File: config.mk
export PLATFORM = sky130hd
export DESIGN_NAME = event_pulse_stretcher
export DESIGN_NICKNAME = d
export VERILOG_FILES = /design/src/rtl/event_pulse_stretcher_pkg.sv /design/src/rtl/interval_timer.sv /design/src/rtl/event_pulse_stretcher.sv
export SDC_FILE = /design/constraint.sdc
export NUM_CORES = 1
export LEC_CHECK = 0
export BUFFER_PORTS_ARGS = -buffer_cell sky130_fd_sc_hd__clkbuf_2
export CAP_MARGIN = 20
export CORE_AREA = 10 10 74 76
export CTS_CLUSTER_DIAMETER = 120
export CTS_CLUSTER_SIZE = 40
export DETAILED_ROUTE_END_ITERATION = 10
export DIE_AREA = 0 0 84 86
export GPL_ROUTABILITY_DRIVEN = 0
export HOLD_SLACK_MARGIN = 0.02
export PLACE_DENSITY = 0.63
export SLEW_MARGIN = 10
export SYNTH_ARGS = -nofsm -noshare
export SYNTH_HDL_FRONTEND = slang
export SYNTH_SLANG_ARGS = --single-unit
File: constraint.sdc
create_clock -name clk -period 5.46 [get_ports clk]
set_input_delay 0.546 -clock clk [delete_from_list [all_inputs] [get_ports clk]]
set_output_delay 0.546 -clock clk [all_outputs]
set_load 0.02 [all_outputs]
File: src/rtl/event_pulse_stretcher_pkg.sv
// Shared types and helpers for the event pulse stretcher and its timer.
package event_pulse_stretcher_pkg;

    typedef enum logic [1:0] {
        ST_IDLE = 2'd0,
        ST_ON   = 2'd1,
        ST_GAP  = 2'd2
    } state_t;

    // At least one bit, even when both intervals are a single cycle.
    function automatic int timer_width(input int a, input int b);
        int m;
        m = (a > b) ? a : b;
        return (m < 2) ? 1 : $clog2(m);
    endfunction

endpackage

File: src/rtl/interval_timer.sv
// Up-counter that clears on demand and holds once it reaches a runtime limit.
module interval_timer
    import event_pulse_stretcher_pkg::*;
#(
    parameter int W = 8
) (
    input  logic         clk,
    input  logic         rst,
    input  logic         clear,
    input  logic [W-1:0] limit,
    output logic [W-1:0] count,
    output logic         done
);

    assign done = (count == limit);

    always_ff @(posedge clk or posedge rst) begin
        if (rst) begin
            count <= '0;
        end else if (clear) begin
            count <= '0;
        end else if (!done) begin
            count <= count + W'(1);
        end
    end

endmodule

File: src/rtl/event_pulse_stretcher.sv
// Turns single-cycle event strobes into fixed-length LED blinks with
// a mandatory off-gap, queueing events that arrive mid-blink.
module event_pulse_stretcher
    import event_pulse_stretcher_pkg::*;
#(
    parameter int ON_CYCLES  = 25_000_000,
    parameter int OFF_CYCLES = 25_000_000,
    parameter int PEND_W     = 4
) (
    input  logic              clk,
    input  logic              rst,
    input  logic              trig,
    input  logic              ovf_clr,
    output logic              led,
    output logic              busy,
    output logic [PEND_W-1:0] pending,
    output logic              overflow
);

    localparam int TW = timer_width(ON_CYCLES, OFF_CYCLES);
    localparam logic [TW-1:0] ON_LIM  = TW'(ON_CYCLES - 1);
    localparam logic [TW-1:0] OFF_LIM = TW'(OFF_CYCLES - 1);
    localparam logic [PEND_W-1:0] PEND_MAX = '1;

    state_t          state;
    state_t          state_nxt;
    logic [TW-1:0]   limit;
    logic [TW-1:0]   count;
    logic            done;
    logic            tmr_clear;
    logic            gap_last;
    logic            consume;
    logic            enq;
    logic            deq;
    logic            full;
    logic            drop;

    assign limit    = (state == ST_ON) ? ON_LIM : OFF_LIM;
    assign gap_last = (state == ST_GAP) && done;
    assign consume  = gap_last && (pending == '0) && trig;
    assign enq      = trig && ((state == ST_ON) ||
                               ((state == ST_GAP) && !consume));
    assign deq      = gap_last && (pending != '0);
    assign full     = (pending == PEND_MAX);
    assign drop     = enq && !deq && full;

    // Timer restarts on every state entry and idles at zero.
    assign tmr_clear = (state_nxt != state) || (state == ST_IDLE);

    interval_timer #(
        .W(TW)
    ) u_timer (
        .clk   (clk),
        .rst   (rst),
        .clear (tmr_clear),
        .limit (limit),
        .count (count),
        .done  (done)
    );

    always_comb begin
        state_nxt = state;
        case (state)
            ST_IDLE: begin
                if (trig) state_nxt = ST_ON;
            end
            ST_ON: begin
                if (done) state_nxt = ST_GAP;
            end
            ST_GAP: begin
                if (done) begin
                    if ((pending != '0) || trig) state_nxt = ST_ON;
                    else                         state_nxt = ST_IDLE;
                end
            end
            default: state_nxt = ST_IDLE;
        endcase
    end

    always_ff @(posedge clk or posedge rst) begin
        if (rst) begin
            state <= ST_IDLE;
            led   <= 1'b0;
            busy  <= 1'b0;
        end else begin
            state <= state_nxt;
            led   <= (state_nxt == ST_ON);
            busy  <= (state_nxt != ST_IDLE);
        end
    end

    always_ff @(posedge clk or posedge rst) begin
        if (rst) begin
            pending <= '0;
        end else if (enq && !deq && !full) begin
            pending <= pending + PEND_W'(1);
        end else if (deq && !enq) begin
            pending <= pending - PEND_W'(1);
        end
    end

    // A drop in the same cycle as a clear leaves the flag set.
    always_ff @(posedge clk or posedge rst) begin
        if (rst) begin
            overflow <= 1'b0;
        end else if (drop) begin
            overflow <= 1'b1;
        end else if (ovf_clr) begin
            overflow <= 1'b0;
        end
    end

endmodule

* Yosys cells after proc, flatten, opt, wreduce, memory -nomap -nowiden *
Index checks and enable logic that the tools add are counted.

storage, ports and cells
  logic and storage cells = 50
  register bits after elaboration = 34
  input port bits = 4
  output and inout port bits = 7

operators by class
  equal/unequal tests = 7
  $add $sub $neg = 3
  reduce and logical (&&, ||, !) cells = 23
  multiplexer cells = 11

operators by type and width
  operator                                          number
  2-to-1 mux 25 bit                                 2
  adder 25 x 1 -> 25 bit, second input constant     1
  == test 25 bit, second input constant             1
  logical AND 1 bit                                 10
  2-to-1 mux 4 bit                                  2
  2-to-1 mux 2 bit                                  3
  case mux 2 bit (3 select lines)                   1
  nonzero test 2 bit                                3
  adder 4 x 1 -> 4 bit, second input constant       1
  == test 2 x 1 -> 1 bit, second input constant     2
  == test 4 bit, second input constant              1
  zero test 1 bit                                   4
  zero test 4 bit                                   1
  nonzero test 4 bit                                1
  subtractor 4 x 1 -> 4 bit, second input constant  1
  logical OR 1 bit                                  3
  2-to-1 mux 1 bit                                  3
  == test 2 bit, second input constant              1
  zero test 2 bit                                   1
  != test 2 x 1 -> 1 bit, second input constant     1
  != test 2 bit                                     1

* Depth between registers and ports, before layout *
  depth after elaboration = 12
  depth in mapped cells = 12
  depth with buffers taken out = 12

* By module *
Synthesis repeated with hierarchy kept, for this count alone.

second synthesis, totals
  cell total of the unflattened synthesis = 222
  area, all modules = 2213.4 um2

by module, submodules not included
  module                 instances  seq. area each (um2)  area each (um2)  cells an instance
  interval_timer         1          625.6                 1710.4           177
  event_pulse_stretcher  1          225.2                 503.0            45

* Worst setup path after synthesis *
OpenSTA, ideal clock, no wires.

  path type = reg2reg
  start point = register u_timer.count[15]
  end point = register pending[3]
  stages on the path, launching flop included = 13
  path slack = 2.203 ns
  clock period less this slack = 3.257 ns
  data arrival time = 3.158 ns
  setup time = 0.099 ns
  path buffers = 0
  required time = 5.361 ns
  cells stage by stage = dfrtp_1 > nand4bb_1 > or4_1 > or4_4 > a21o_2 > nand2_1 > ha_1 > a21oi_1 > nand2_1 > or3_1 > nor3_1 > a211oi_1 > a311oi_1

between the ends
  longest elaborated chain between the ends = 11
  elaborated cells between the ends (all ways) = 16
  those cells by class = eq/ne: 1; mux: 1; reduce/logical: 14

RTL lines
  what                                                    line                                                      source
  from (decl)                                             interval_timer.sv:11                                      output logic [W-1:0] count,
  from (signal assigned)                                  interval_timer.sv:23                                      count <= count + W'(1);
  == test 25 bit (*)                                      interval_timer.sv:15                                      assign done = (count == limit);
  logical AND 1 bit (*)                                   event_pulse_stretcher.sv:39                               assign gap_last = (state == ST_GAP) && done;
  logical AND 1 bit (2 in a row)                          event_pulse_stretcher.sv:40                               assign consume = gap_last && (pending == '0) && trig;
  zero test 1 bit                                         event_pulse_stretcher.sv:42                               ((state == ST_GAP) && !consume));
  logical AND 1 bit                                       event_pulse_stretcher.sv:42
  logical OR 1 bit                                        event_pulse_stretcher.sv:41                               assign enq = trig && ((state == ST_ON) ||
  logical AND 1 bit                                       event_pulse_stretcher.sv:41
  logical AND 1 bit or zero test 1 bit (tied branches)    event_pulse_stretcher.sv:95, event_pulse_stretcher.sv:97
  logical AND 1 bit (on tied branches)                    event_pulse_stretcher.sv:95, event_pulse_stretcher.sv:97
  2-to-1 mux 4 bit or nonzero test 2 bit (tied branches)  -
  to (signal assigned)                                    event_pulse_stretcher.sv:96                               pending <= pending + PEND_W'(1);
  to (signal assigned)                                    event_pulse_stretcher.sv:98                               pending <= pending - PEND_W'(1);
  to (decl)                                               event_pulse_stretcher.sv:16                               output logic [PEND_W-1:0] pending,

Every way passes the cells marked *; elsewhere a longest branch is shown, timed or not.
A chain may end at the register's enable or synchronous reset.

* Worst setup path after layout *
Ends and elaborated chain as after synthesis.

==> results.json <==
{
  "status": "finished, final reports clean",
  "nets": 200,
  "powerDensity_mw_per_mm2": 373,
  "cp-end-kind": "flop",
  "synth-edff-count": 0,
  "leakagePower_nw": 0.890,
  "yosysSeqAreaShare": 0.489,
  "drv_cap": 0,
  "crit_arrival_ns": 3.86,
  "core_area_sq_mm": 0.00397,
  "dr.first_iter.drc_count": 34,
  "htreeDepth": 2,
  "layout_common_cells": "dfrtp_1, nor2_1, xor2_1, nand2_1",
  "dieHeight_microns": 86,
  "antenna_cells": 0,
  "placed_area_sq_mm": 0.00183,
  "cts-buffers-inserted": 5,
  "post-route-period-util": 0.671,
  "clkSlewWorstSetupHoldPaths_ns": 0.07,
  "routed_wl_microns": 3300,
  "layout_min_cycle_time_ns": 3.67,
  "rsz0062_at_grt": "false",
  "cts_sinks": 34,
  "ctsResizeCount": 0,
  "ys_types": 38,
  "hold_path.class": "in2async",
  "grt-ovfl-total": 0,
  "grt.total_usage": 0.0984,
  "portBuffers": 10,
  "antenna_left": 0,
  "yosysTopAreaCell": "dfrtp_1",
  "grt_pass1_wl_microns": 6000,
  "syn_area_sq_mm": 0.00174,
  "ys_warn_count": 0,
  "crit_path_max_fanout": 12,
  "dp_hpwl_microns": 2330,
  "vias": 1290,
  "clockBufferDepth": 2,
  "fin_ws_ns": 1.79,
  "final_max_slew_viol_count": 0,
  "wl_per_cell_microns": 13.6,
  "syn_to_final_growth_pct": 10.7,
  "whs_ns": 0.317,
  "fin_tns_setup_ns": 0,
  "fin_area_sq_mm": 0.00193,
  "fin_skew_ns": 0.00958,
  "route.detailed.drc": 0,
  "grt_pass1_vias": 1350,
  "dieArea_sq_mm": 0.00722,
  "clock_latency_ns": 0.29,
  "post-cts-setup-buffer-count": 0,
  "ctsHoldBuffers": 0,
  "synthTopCellsByArea": "dfrtp_1, xor2_1, nor2_1",
  "synth_seq_cells": 34,
  "reg2regPathDepth": 12,
  "rows": 23,
  "synth_cells": 178,
  "maxSlewHeadroom": 0.335,
  "worst_slew_pin_slew_ns": 0.997,
  "syn_nets": 186,
  "grt_antenna_before_repair": 0,
  "vias_per_cell": 5.31,
  "dr.pass1.iters": 5,
  "place_ws_ns": 1.81,
  "cp_data_required_time_ns": 5.65,
  "setup_viol": 0,
  "avgSynthCellArea_sq_um": 9.78,
  "cts_tree": "built",
  "async_flop_share": 1.00,
  "cp-start-kind": "flop",
  "layout-drive-gt1-share": 0.145,
  "r2r-start": "u_timer.count[15]$_DFFE_PP0P_",
  "finalHoldViolCount": 0,
  "synth.top_cell.area_share": 0.489,
  "start_util": 0.439,
  "grt_max_degree": 35,
  "worstSetupPathType": "reg2reg",
  "final_common_cell": "dfrtp_1",
  "peakVddDrop_uv": 176,
  "ff2ff_setup_slack_ns": 1.79,
  "die-width_microns": 84,
  "io_pins": 11,
  "timing.fmax_ghz": 0.273,
  "cts-root-buf": "clkbuf_8",
  "synth_ff_type": "dfrtp_1",
  "worstReg2RegEnd": "pending[3]$_DFFE_PP0P_"
}
per-stage QoR:
step                      power (W)  instances  utilization
after floorplan            0.000475        178            -
after global placement     0.000519        235        0.462
after detailed placement   0.000530        235        0.462
after CTS                  0.000730        243        0.486
after global routing       0.000776        243        0.486
final                      0.000719        243        0.486
synthesized netlist by cell type (2+ instances only):
library cell	instances
a211oi_1	2
a21oi_1	5
and3_1	4
and4_1	2
buf_2	2
dfrtp_1	34
ha_1	3
inv_1	5
mux2_2	3
nand2_1	18
nand3_1	10
nand4_1	5
nor2_1	31
nor3_1	5
nor4_1	2
o21ai_0	2
or3_1	2
xnor2_1	4
xor2_1	20
flip-flops by register name, summed over array words and instances, names as in the netlist:
| register | flops |
|---|---|
| led | 1 |
| state | 2 |
| busy | 1 |
| u_timer.count | 25 |
| pending | 4 |
| overflow | 1 |
cell type report:
type | count | area [sq um]
clock buffer | 6 | 82.6
tap | 50 | 62.6
timing repair buffer | 11 | 57.6
multi-input combinational | 135 | 843
clock inverter | 2 | 12.5
fill | 375 | 2040
sequential | 34 | 851
inverter | 5 | 18.8
worst max-delay path, stage by stage (launching register included):
cell and delay [ns]:
dfrtp_1 0.41, nand4bb_1 0.19, or4_1 0.48, or4_4 0.61, a21o_2 0.28, nand2_1 0.13
ha_1 0.29, a21oi_1 0.16, nand2_1 0.11, or3_1 0.36, nor3_1 0.18, a211oi_1 0.08
a311oi_1 0.27
worst max path at each step:
stage | depth (start not counted) | from | endpoint | slack, ns
5_1_grt | 12 | u_timer.count[15]$_DFFE_PP0P_ | pending[3]$_DFFE_PP0P_ | 1.61
6_report | 12 | u_timer.count[15]$_DFFE_PP0P_ | pending[3]$_DFFE_PP0P_ | 1.79
3_3_place_gp | 12 | u_timer.count[15]$_DFFE_PP0P_ | pending[3]$_DFFE_PP0P_ | 2.05
2_1_floorplan | 12 | u_timer.count[15]$_DFFE_PP0P_ | pending[3]$_DFFE_PP0P_ | 2.20
3_5_place_dp | 12 | u_timer.count[15]$_DFFE_PP0P_ | pending[3]$_DFFE_PP0P_ | 1.81
4_1_cts | 12 | u_timer.count[15]$_DFFE_PP0P_ | pending[3]$_DFFE_PP0P_ | 1.78
metal layers:
metal	vias to the layer above	GRT usage	wire length (microns)
li1	634	-	-
met1	634	0.104	1450
met2	19	0.175	1670
met3	3	0.0388	147
met4	0	0.0320	36
met5	-	0	0
logic make-up (layout without fill, tap and decap cells):
family	after synthesis	in the layout	synth area share
AO/OA/AOI/OAI	15	15	0.0575
XOR/XNOR	24	24	0.121
adder cells (fa/ha/maj)	4	4	0.0330
buffers and inverters	9	24	0.0273
flip-flops	34	34	0.489
multiplexers	4	4	0.0251
AND/OR/NAND/NOR	88	88	0.248
power breakdown:
group          internal, W  switching, W  total (W)
sequential        0.000294     0.0000523   0.000347
combinational    0.0000803     0.0000986   0.000179
clock             0.000101     0.0000924   0.000194
total             0.000476      0.000243   0.000719
No activity file was read; power rests on OpenSTA's default activity.
